--- src/rtl/muldiv_unit.sv ---
// -----------------------------------------------------------------------------
// muldiv_unit
//
// Iterative radix-2 multiply/divide engine holding the architectural HI/LO
// registers of the MIPS core. One operation is in flight at a time; the core
// stalls while busy is high.
//
//   op = 00 MULTU : {hi,lo} = a * b            (unsigned)
//   op = 01 MULT  : {hi,lo} = a * b            (two's complement)
//   op = 10 DIVU  : lo = a / b, hi = a % b     (unsigned)
//   op = 11 DIV   : lo = a / b, hi = a % b     (signed, truncating)
//   Divide by zero: lo = all ones, hi = a, div_by_zero pulses with done.
//
// Ports:
//   clk          rising-edge clock
//   rst          asynchronous active-low reset
//   start        launch an operation (sampled only while idle)
//   op[1:0]      operation select (see above)
//   a, b         rs / rt operands
//   flush        abort the in-flight operation; also blocks a start while idle
//   mthi, mtlo   write wdata to HI / LO while idle
//   wdata        MTHI/MTLO data
//   busy         high while an operation is in flight
//   done         one-cycle pulse; HI/LO updated on the same edge
//   div_by_zero  pulses with done for a divide whose divisor was zero
//   hi, lo       architectural HI / LO registers
//
// Build option:
//   MULDIV_EARLY_OUT_EN  when defined, trivially-resolved operations (multiply
//                        by zero, DIVU with b > a, divide by zero) skip the
//                        iteration phase and complete two cycles after start.
//                        Results are identical with or without it.
// -----------------------------------------------------------------------------
module muldiv_unit #(
    parameter int WIDTH = 32,
    parameter int CNT_W = $clog2(WIDTH) + 1
) (
    input  logic             clk,
    input  logic             rst,
    input  logic             start,
    input  logic [1:0]       op,
    input  logic [WIDTH-1:0] a,
    input  logic [WIDTH-1:0] b,
    input  logic             flush,
    input  logic             mthi,
    input  logic             mtlo,
    input  logic [WIDTH-1:0] wdata,
    output logic             busy,
    output logic             done,
    output logic             div_by_zero,
    output logic [WIDTH-1:0] hi,
    output logic [WIDTH-1:0] lo
);

    typedef enum logic [1:0] {
        IDLE = 2'd0,
        RUN  = 2'd1,
        FIX  = 2'd2
    } state_t;

    state_t state, state_nxt;

    // Operation context captured at start
    logic             op_div;       // 1: divide, 0: multiply
    logic             neg_q;        // negate product (mult) or quotient (div)
    logic             neg_r;        // negate remainder (div only)
    logic             dbz;          // divisor was zero
    logic [CNT_W-1:0] cnt;

    // Iteration registers.
    //   multiply: {acc,q} is the running product, q starts as the multiplier,
    //             dvs holds the multiplicand.
    //   divide:   acc is the partial remainder, q shifts the dividend out and
    //             the quotient in, dvs holds the divisor.
    logic [WIDTH-1:0] acc;
    logic [WIDTH-1:0] q;
    logic [WIDTH-1:0] dvs;

    // Conditional two's-complement negation helpers
    function automatic logic [WIDTH-1:0] neg_w(input logic n, input logic [WIDTH-1:0] v);
        return n ? (~v + 1'b1) : v;
    endfunction

    function automatic logic [2*WIDTH-1:0] neg_2w(input logic n, input logic [2*WIDTH-1:0] v);
        return n ? (~v + 1'b1) : v;
    endfunction

    // ---- Operand preparation (combinational, IDLE) ----
    logic                    accept;
    logic                    early;
    logic                    is_div;
    logic                    b_zero;
    logic                    sgn_eff;
    logic                    a_neg;
    logic                    b_neg;
    logic signed [WIDTH-1:0] a_s;
    logic signed [WIDTH-1:0] b_s;
    logic [WIDTH-1:0]        a_mag;
    logic [WIDTH-1:0]        b_mag;

    assign accept = (state == IDLE) && start && !flush;
    assign busy   = (state != IDLE);

    always_comb begin
        is_div  = op[1];
        b_zero  = (b == '0);
        a_s     = a;
        b_s     = b;
        // A divide by zero is treated as unsigned so the restoring loop
        // naturally yields quotient = all ones and remainder = raw a.
        sgn_eff = op[0] && !(is_div && b_zero);
        a_neg   = sgn_eff && (a_s < 0);
        b_neg   = sgn_eff && (b_s < 0);
        a_mag   = neg_w(a_neg, a);
        b_mag   = neg_w(b_neg, b);
`ifdef MULDIV_EARLY_OUT_EN
        if (is_div)
            early = b_zero || (!op[0] && (b > a));
        else
            early = (a == '0) || b_zero;
`else
        early = 1'b0;
`endif
    end

    // ---- Iteration step (combinational, RUN) ----
    logic [WIDTH:0]   mul_sum;
    logic [WIDTH:0]   div_shift;
    logic [WIDTH-1:0] div_diff;
    logic             div_ok;

    always_comb begin
        mul_sum   = {1'b0, acc} + (q[0] ? {1'b0, dvs} : '0);
        div_shift = {acc, q[WIDTH-1]};
        div_ok    = (div_shift >= {1'b0, dvs});
        // Only used when div_ok, where the true difference is below 2^WIDTH
        div_diff  = div_shift[WIDTH-1:0] - dvs;
    end

    // ---- Sign correction (combinational, FIX) ----
    logic [2*WIDTH-1:0] prod_fix;
    logic [WIDTH-1:0]   quo_fix;
    logic [WIDTH-1:0]   rem_fix;

    always_comb begin
        prod_fix = neg_2w(neg_q, {acc, q});
        quo_fix  = neg_w(neg_q, q);
        rem_fix  = neg_w(neg_r, acc);
    end

    // ---- Control FSM ----
    always_ff @(posedge clk or negedge rst) begin
        if (!rst)
            state <= IDLE;
        else
            state <= state_nxt;
    end

    always_comb begin
        state_nxt = state;
        case (state)
            IDLE: begin
                if (accept)
                    state_nxt = early ? FIX : RUN;
            end
            RUN: begin
                if (flush)
                    state_nxt = IDLE;
                else if (cnt == CNT_W'(1))
                    state_nxt = FIX;
            end
            FIX:     state_nxt = IDLE;
            default: state_nxt = IDLE;
        endcase
    end

    // ---- Datapath and HI/LO registers ----
    always_ff @(posedge clk or negedge rst) begin
        if (!rst) begin
            op_div      <= 1'b0;
            neg_q       <= 1'b0;
            neg_r       <= 1'b0;
            dbz         <= 1'b0;
            cnt         <= '0;
            acc         <= '0;
            q           <= '0;
            dvs         <= '0;
            hi          <= '0;
            lo          <= '0;
            done        <= 1'b0;
            div_by_zero <= 1'b0;
        end else begin
            done        <= 1'b0;
            div_by_zero <= 1'b0;
            case (state)
                IDLE: begin
                    if (accept) begin
                        op_div <= is_div;
                        dbz    <= is_div && b_zero;
                        cnt    <= CNT_W'(WIDTH);
                        if (early) begin
                            // Load the final magnitudes directly; FIX just copies them.
                            neg_q <= 1'b0;
                            neg_r <= 1'b0;
                            acc   <= is_div ? a : '0;
                            q     <= (is_div && b_zero) ? '1 : '0;
                            dvs   <= b;
                        end else begin
                            neg_q <= a_neg ^ b_neg;
                            neg_r <= is_div && a_neg;
                            acc   <= '0;
                            q     <= is_div ? a_mag : b_mag;
                            dvs   <= is_div ? b_mag : a_mag;
                        end
                    end else begin
                        if (mthi)
                            hi <= wdata;
                        if (mtlo)
                            lo <= wdata;
                    end
                end
                RUN: begin
                    if (!flush) begin
                        cnt <= cnt - 1'b1;
                        if (op_div) begin
                            acc <= div_ok ? div_diff : div_shift[WIDTH-1:0];
                            q   <= {q[WIDTH-2:0], div_ok};
                        end else begin
                            acc <= mul_sum[WIDTH:1];
                            q   <= {mul_sum[0], q[WIDTH-1:1]};
                        end
                    end
                end
                FIX: begin
                    if (!flush) begin
                        if (op_div) begin
                            hi <= rem_fix;
                            lo <= quo_fix;
                        end else begin
                            {hi, lo} <= prod_fix;
                        end
                        done        <= 1'b1;
                        div_by_zero <= dbz;
                    end
                end
                default: ;
            endcase
        end
    end

endmodule

--- config.mk ---
export PLATFORM = sky130hd
export DESIGN_NAME = muldiv_unit
export DESIGN_NICKNAME = d
export VERILOG_FILES = /design/src/rtl/muldiv_unit.sv
export SDC_FILE = /design/constraint.sdc
export NUM_CORES = 1
export LEC_CHECK = 0
export BUFFER_PORTS_ARGS = -buffer_cell sky130_fd_sc_hd__clkbuf_2
export CAP_MARGIN = 20
export CORE_MARGIN = 3
export CORE_UTILIZATION = 29
export CTS_BUF_LIST = sky130_fd_sc_hd__clkbuf_8 sky130_fd_sc_hd__clkbuf_16
export DETAILED_ROUTE_END_ITERATION = 16
export REMOVE_ABC_BUFFERS = 1
export SLEW_MARGIN = 20
export SYNTH_ARGS = -nofsm -noshare
export SYNTH_HDL_FRONTEND = slang
export SYNTH_SLANG_ARGS = --single-unit
--- constraint.sdc ---
create_clock -name clk -period 4.23 [get_ports clk]
set_clock_uncertainty 0.15 [all_clocks]
set_input_delay 0.423 -clock clk [delete_from_list [all_inputs] [get_ports clk]]
set_output_delay 0.423 -clock clk [all_outputs]
set_load 0.05 [all_outputs]
After elaboration in Yosys (flattened, before gate mapping)
Cells that the tools add are included.
Widths: inputs -> output; s select.
{ "word_totals": {"input_bits": 104, "romBits": 0, "output_inout_bits": 67, "n_memories": 0, "latchBits": 0, "ramBits": 0, "regBits": 174, "elab_cells": 97} }
{ "classes": {"n_lt_le_gt_ge": 3, "addsub": 8, "reduce_logical": 19, "div": 0, "muxes": 38, "shifts": 0, "mul": 0, "n_bitwise": 6, "eq_ne": 10} }
{ "ops": {"columns": ["op", "count"], "rows": [
  ["$mux 32", 22],
  ["$pmux 32 s2", 4],
  ["$add 32x1->32 const B", 4],
  ["$not 32->32", 4],
  ["$add 64x1->64 const B", 1],
  ["$lt 32x1->1 const B", 2],
  ["$mux 64", 1],
  ["$not 64->64", 1],
  ["$add 32x32->33", 1],
  ["$ge 33x32->1", 1],
  ["$logic_not 32->1", 1],
  ["$sub 32x32->32", 1],
  ["$mux 6", 2],
  ["$ne 2x2->1 const B", 6],
  ["$pmux 6 s2", 1],
  ["$reduce_and 4->1", 2],
  ["$logic_and 1x1->1", 7],
  ["$eq 6x1->1 const B", 1],
  ["$mux 2", 3],
  ["$reduce_bool 2->1", 3],
  ["$sub 6x1->6 const B", 1],
  ["$mux 1", 4],
  ["$pmux 2 s2", 1],
  ["$reduce_and 2->1", 2],
  ["7 further kinds", 8]
]} }

Logic depth before layout (Yosys ltp)
{ "logic_depth": {"word_depth": 9, "mapped_depth": 14, "ltp_nobuf": 14} }

Worst setup path after synthesis
No wires, ideal clock.
{ "synth_path": {"path_kind": "reg-to-reg", "startpoint": "register q[0]", "endpoint": "register acc[29]", "t_arrival_ps": 3148, "synth_period_minus_slack_ps": 3388, "setup_ps": 90, "path_slack_ps": 842, "path_buffers": 1, "required_time_ps": 3990, "stages_incl_launch_ff": 15, "path_cell_list": "dfrtp_1 > clkinv_1 > clkbuf_1 > nor2_1 > ha_1 > a21o_1 > a21o_1 > a21oi_1 > o21ai_0 > or3_1 > o21ai_0 > o21ai_0 > a2111o_1 > a21o_1 > o2111ai_1"} }
{ "synth_via": {"elab_chain_cells": 5} }
{ "synth_lines": {"columns": ["item", "line_no", "rtl"], "rows": [
  ["start: declaration", "76", "logic [WIDTH-1:0] q;"],
  ["start signal: assignment", "206", "q <= (is_div && b_zero) ? '1 : '0;"],
  ["start signal: assignment", "212", "q <= is_div ? a_mag : b_mag;"],
  ["start signal: assignment", "227", "q <= {q[WIDTH-2:0], div_ok};"],
  ["$mux 32", "133", "mul_sum = {1'b0, acc} + (q[0] ? {1'b0, dvs} : '0);"],
  ["$add 32x32->33", "133", null],
  ["$mux 32", "225", "if (op_div) begin"],
  ["$mux 32", "223", "if (!flush) begin"],
  ["$pmux 32 s2", "195", "case (state)"],
  ["end signal: assignment", "205", "acc <= is_div ? a : '0;"],
  ["end signal: assignment", "226", "acc <= div_ok ? div_diff : div_shift[WIDTH-1:0];"],
  ["end signal: assignment", "229", "acc <= mul_sum[WIDTH:1];"],
  ["end: declaration", "75", "logic [WIDTH-1:0] acc;"]
]} }
No other way between the ends. The select of a mux whose other input is x is not followed.
A chain may end at the register's enable or synchronous reset.

Worst setup path in the final report
Ends and elaborated chain as after synthesis.

==> reports/qor.yml <==
setup_viol: 0
avgViaCountPerCell: 5.52
synth_edf_count: 0
cp-start-kind: "flop"
design.die.area_um2: 53300
drive_gt1_share_pct: 14.9
critPathBufInv: 3
timing.final.crit_share_pct: 89.1
synthTopCellsByArea: "dfrtp_1 (30%), a21oi_1 (7.2%), o21ai_0 (6.6%)"
gp_congestion: 0.954
leakagePower_nw: 7.40
syn_inst: 1870
cp_cell_sequence: "clkinv_1, buf_4, nor2_1, ha_1, a21o_1, a21oi_1, o21ai_0, or3_1, o21ai_0, o21ai_0, buf_4, a2111o_1, a21o_1, o2111ai_1"
cp_common_cell: "o21ai_0"
yosysWarnings: 0
hold_viol_final: 0
grt_start_max_net_pins: 110
vdd_drop_max_v: 0.000358
dr.pass1.iters: 6
tightestPinTransition_ns: 1.17
cts-root-buf: "clkbuf_16"
timing.rr.end: "acc[29]"
netlist_area_um2: 14700
rsz0062_at_grt: "false"
grt_use_met1_pct: 28.2
max-cap-violations: 0
cts_buffers: 17
clock_latency_ns: 0.45
cp_slowest_cell: "dfrtp_1"
critPathKind: "reg -> reg"
drc: 0
initial_core_util_pct: 29.7
core-area_um2: 49500
nets: 2183
wirelength_um: 55100
cp-endpoint: "acc[29]"
drv_slew: 0
track_usage_pct: 20.3
fp-row-count: 81
busiest_layer: "met2"
cp.required_ns: 4.44
total_power_w: 0.0113
grtUsageMet2_pct: 31.4
crit_cells: 14
vias: 14800
final_area_um2: 17000
crit_family: "compound AO/OA/AOI/OAI gates"
hold_class: "in -> reg"
regToRegStartpoint: "q[0]"
synth_cell_types: 75
cts_tree: "built"
hpwl_um: 42700
yosysTopAreaCell: "dfrtp_1"
clockBufferDepth: 2
synth_commonest_cells: "a21oi_1 (210), nand2_1 (200), o21ai_0 (194), nor2_1 (189), dfrtp_1 (174)"
met3_usage_pct: 4.44
async_flop_share_pct: 100
die_h_um: 231
fillCellCount: 5287
final_antenna_net_count: 0
p_per_area_nw_per_um2: 666
yosysSeqAreaShare_pct: 29.7
die_w_um: 231
wl_per_cell_um: 20.5
synth_top_area_share_pct: 29.7
grt_overflow_total: 0
drt-initial-drc-count: 1358
worst_slew_margin_rel_pct: 21.7
r2r_slack_ns: 0.46
yosysMostFrequentCell: "a21oi_1"
syn_area_per_cell_um2: 7.85
outcome: "finished clean"
numPortBuffers: 170
crit_path_end_kind: "flop"
antenna_found_initial: 4
area_growth_pct: 15.9
grt_pass1_vias: 14000
place_area_um2: 16400
timing.fmax_mhz: 265
regArea_um2: 4360
finalCriticalPeriod_ns: 3.77
critical_path.startpoint: "q[0]"
num_io_pins: 171
cts.clk_slew.worst_paths_ns: 0.07
cts_sinks: 174
grt_pass1_wl_um: 84200
cpPeakStageDelay_ns: 0.36
diodes: 0
crit_fanout: 17
ys.flop_type: "dfrtp_1"
synth_seq_cells: 174
multiInputGateArea_um2: 9680
cts_max_level: 4
r2r_cells: 14
arrival_ns: 3.98
[metrics by stage]
stage	worst slack [ns]	utilization [%]	instances	setup TNS, ns	hold WS, ns
floorplan	-0.267	-	1763	-1.82	-0.0226
global placement	0.491	33.2	2651	0	0.311
global route	0.226	34.4	2684	0	0.0732
detailed placement	0.420	33.2	2651	0	0.316
CTS	0.496	34.4	2684	0	0.0546
finish	0.460	34.4	2684	0	0.0715
[worst min-delay path by stage]
stage / from / end / slack, ns / cells past startpoint
after floorplan: rst / acc[0] / -0.02 / 0
after global placement: lo[9] / lo[9] / 0.31 / 1
after detailed placement: dvs[15] / dvs[15] / 0.32 / 1
after CTS: wdata[29] / hi[29] / 0.05 / 3
after global routing: wdata[29] / hi[29] / 0.07 / 3
final: wdata[29] / hi[29] / 0.07 / 3
[tightest hold or removal path, cell delays in order]
cell      delay [ns]
clkbuf_2        0.08
nand2_1         0.06
a31oi_1         0.08
[layout make-up]
cell class / count / share of cell area [%]
multi-input cells: 1519 / 56.9
well taps: 664 / 4.88
clock buffers: 18 / 2.58
flip-flops and latches: 174 / 25.6
clock inverters: 14 / 0.706
repair buffers: 225 / 7.73
inverters: 70 / 1.54
[cell families after synthesis]
kind of cell / count (synthesis) / share of synthesized area (%)
fa+ha+maj: 72 / 6.24
mux: 66 / 4.60
simple gates: 578 / 18.4
flops: 174 / 29.7
compound gates: 628 / 26.0
buf+inv: 177 / 4.67
xor+xnor: 175 / 10.4
[layer usage]
metal / vias to the layer above / part of all wire [%]
met2: 600 / 44
li1: 6966 / -
met5: - / 0.082
met4: 6 / 3.1
met1: 7155 / 45
met3: 99 / 8.2
[power breakdown]
part	total [W]	internal, W	switching, W
Clock	0.00157	0.000828	0.000745
Sequential	0.00295	0.00217	0.000774
Combinational	0.00681	0.00261	0.00420
[cells in the final DEF (no fill, tap or decap), types with 13 or more instances in the layout]
cell and instances:
o21ai_0 194, nor2_1 186, o22a_1 14, xor2_1 79, nor3_1 34, o21bai_1 13, o31ai_1 35, or4_1 14
a221oi_1 13, a21oi_1 210, nand2_1 199, a21o_1 31, dfrtp_1 173, o211ai_1 16, mux2i_1 54, o41ai_1 16
clkbuf_16 17, inv_1 72, or3_1 23, clkbuf_2 168, xnor2_1 96, nand4_1 13, ha_1 70, nand3_1 24
buf_4 52
[registers in the layout, summed over array words and instances (netlist names), 2 cells and up]
| register | count |
|---|---|
| acc | 32 |
| dvs | 32 |
| hi | 32 |
| lo | 32 |
| q | 32 |
| cnt | 6 |
| state | 2 |
[repair_timing]
| item | CTS | global route |
|---|---|---|
| endpoints found under the setup margin | 0 | 0 |
| endpoints found under the hold margin | 22 | 0 |
| hold buffers | 1 | 0 |
| resized for setup | 0 | 0 |
| setup buffers | 0 | 0 |
Note: power is estimated with default switching activity, not from simulation.
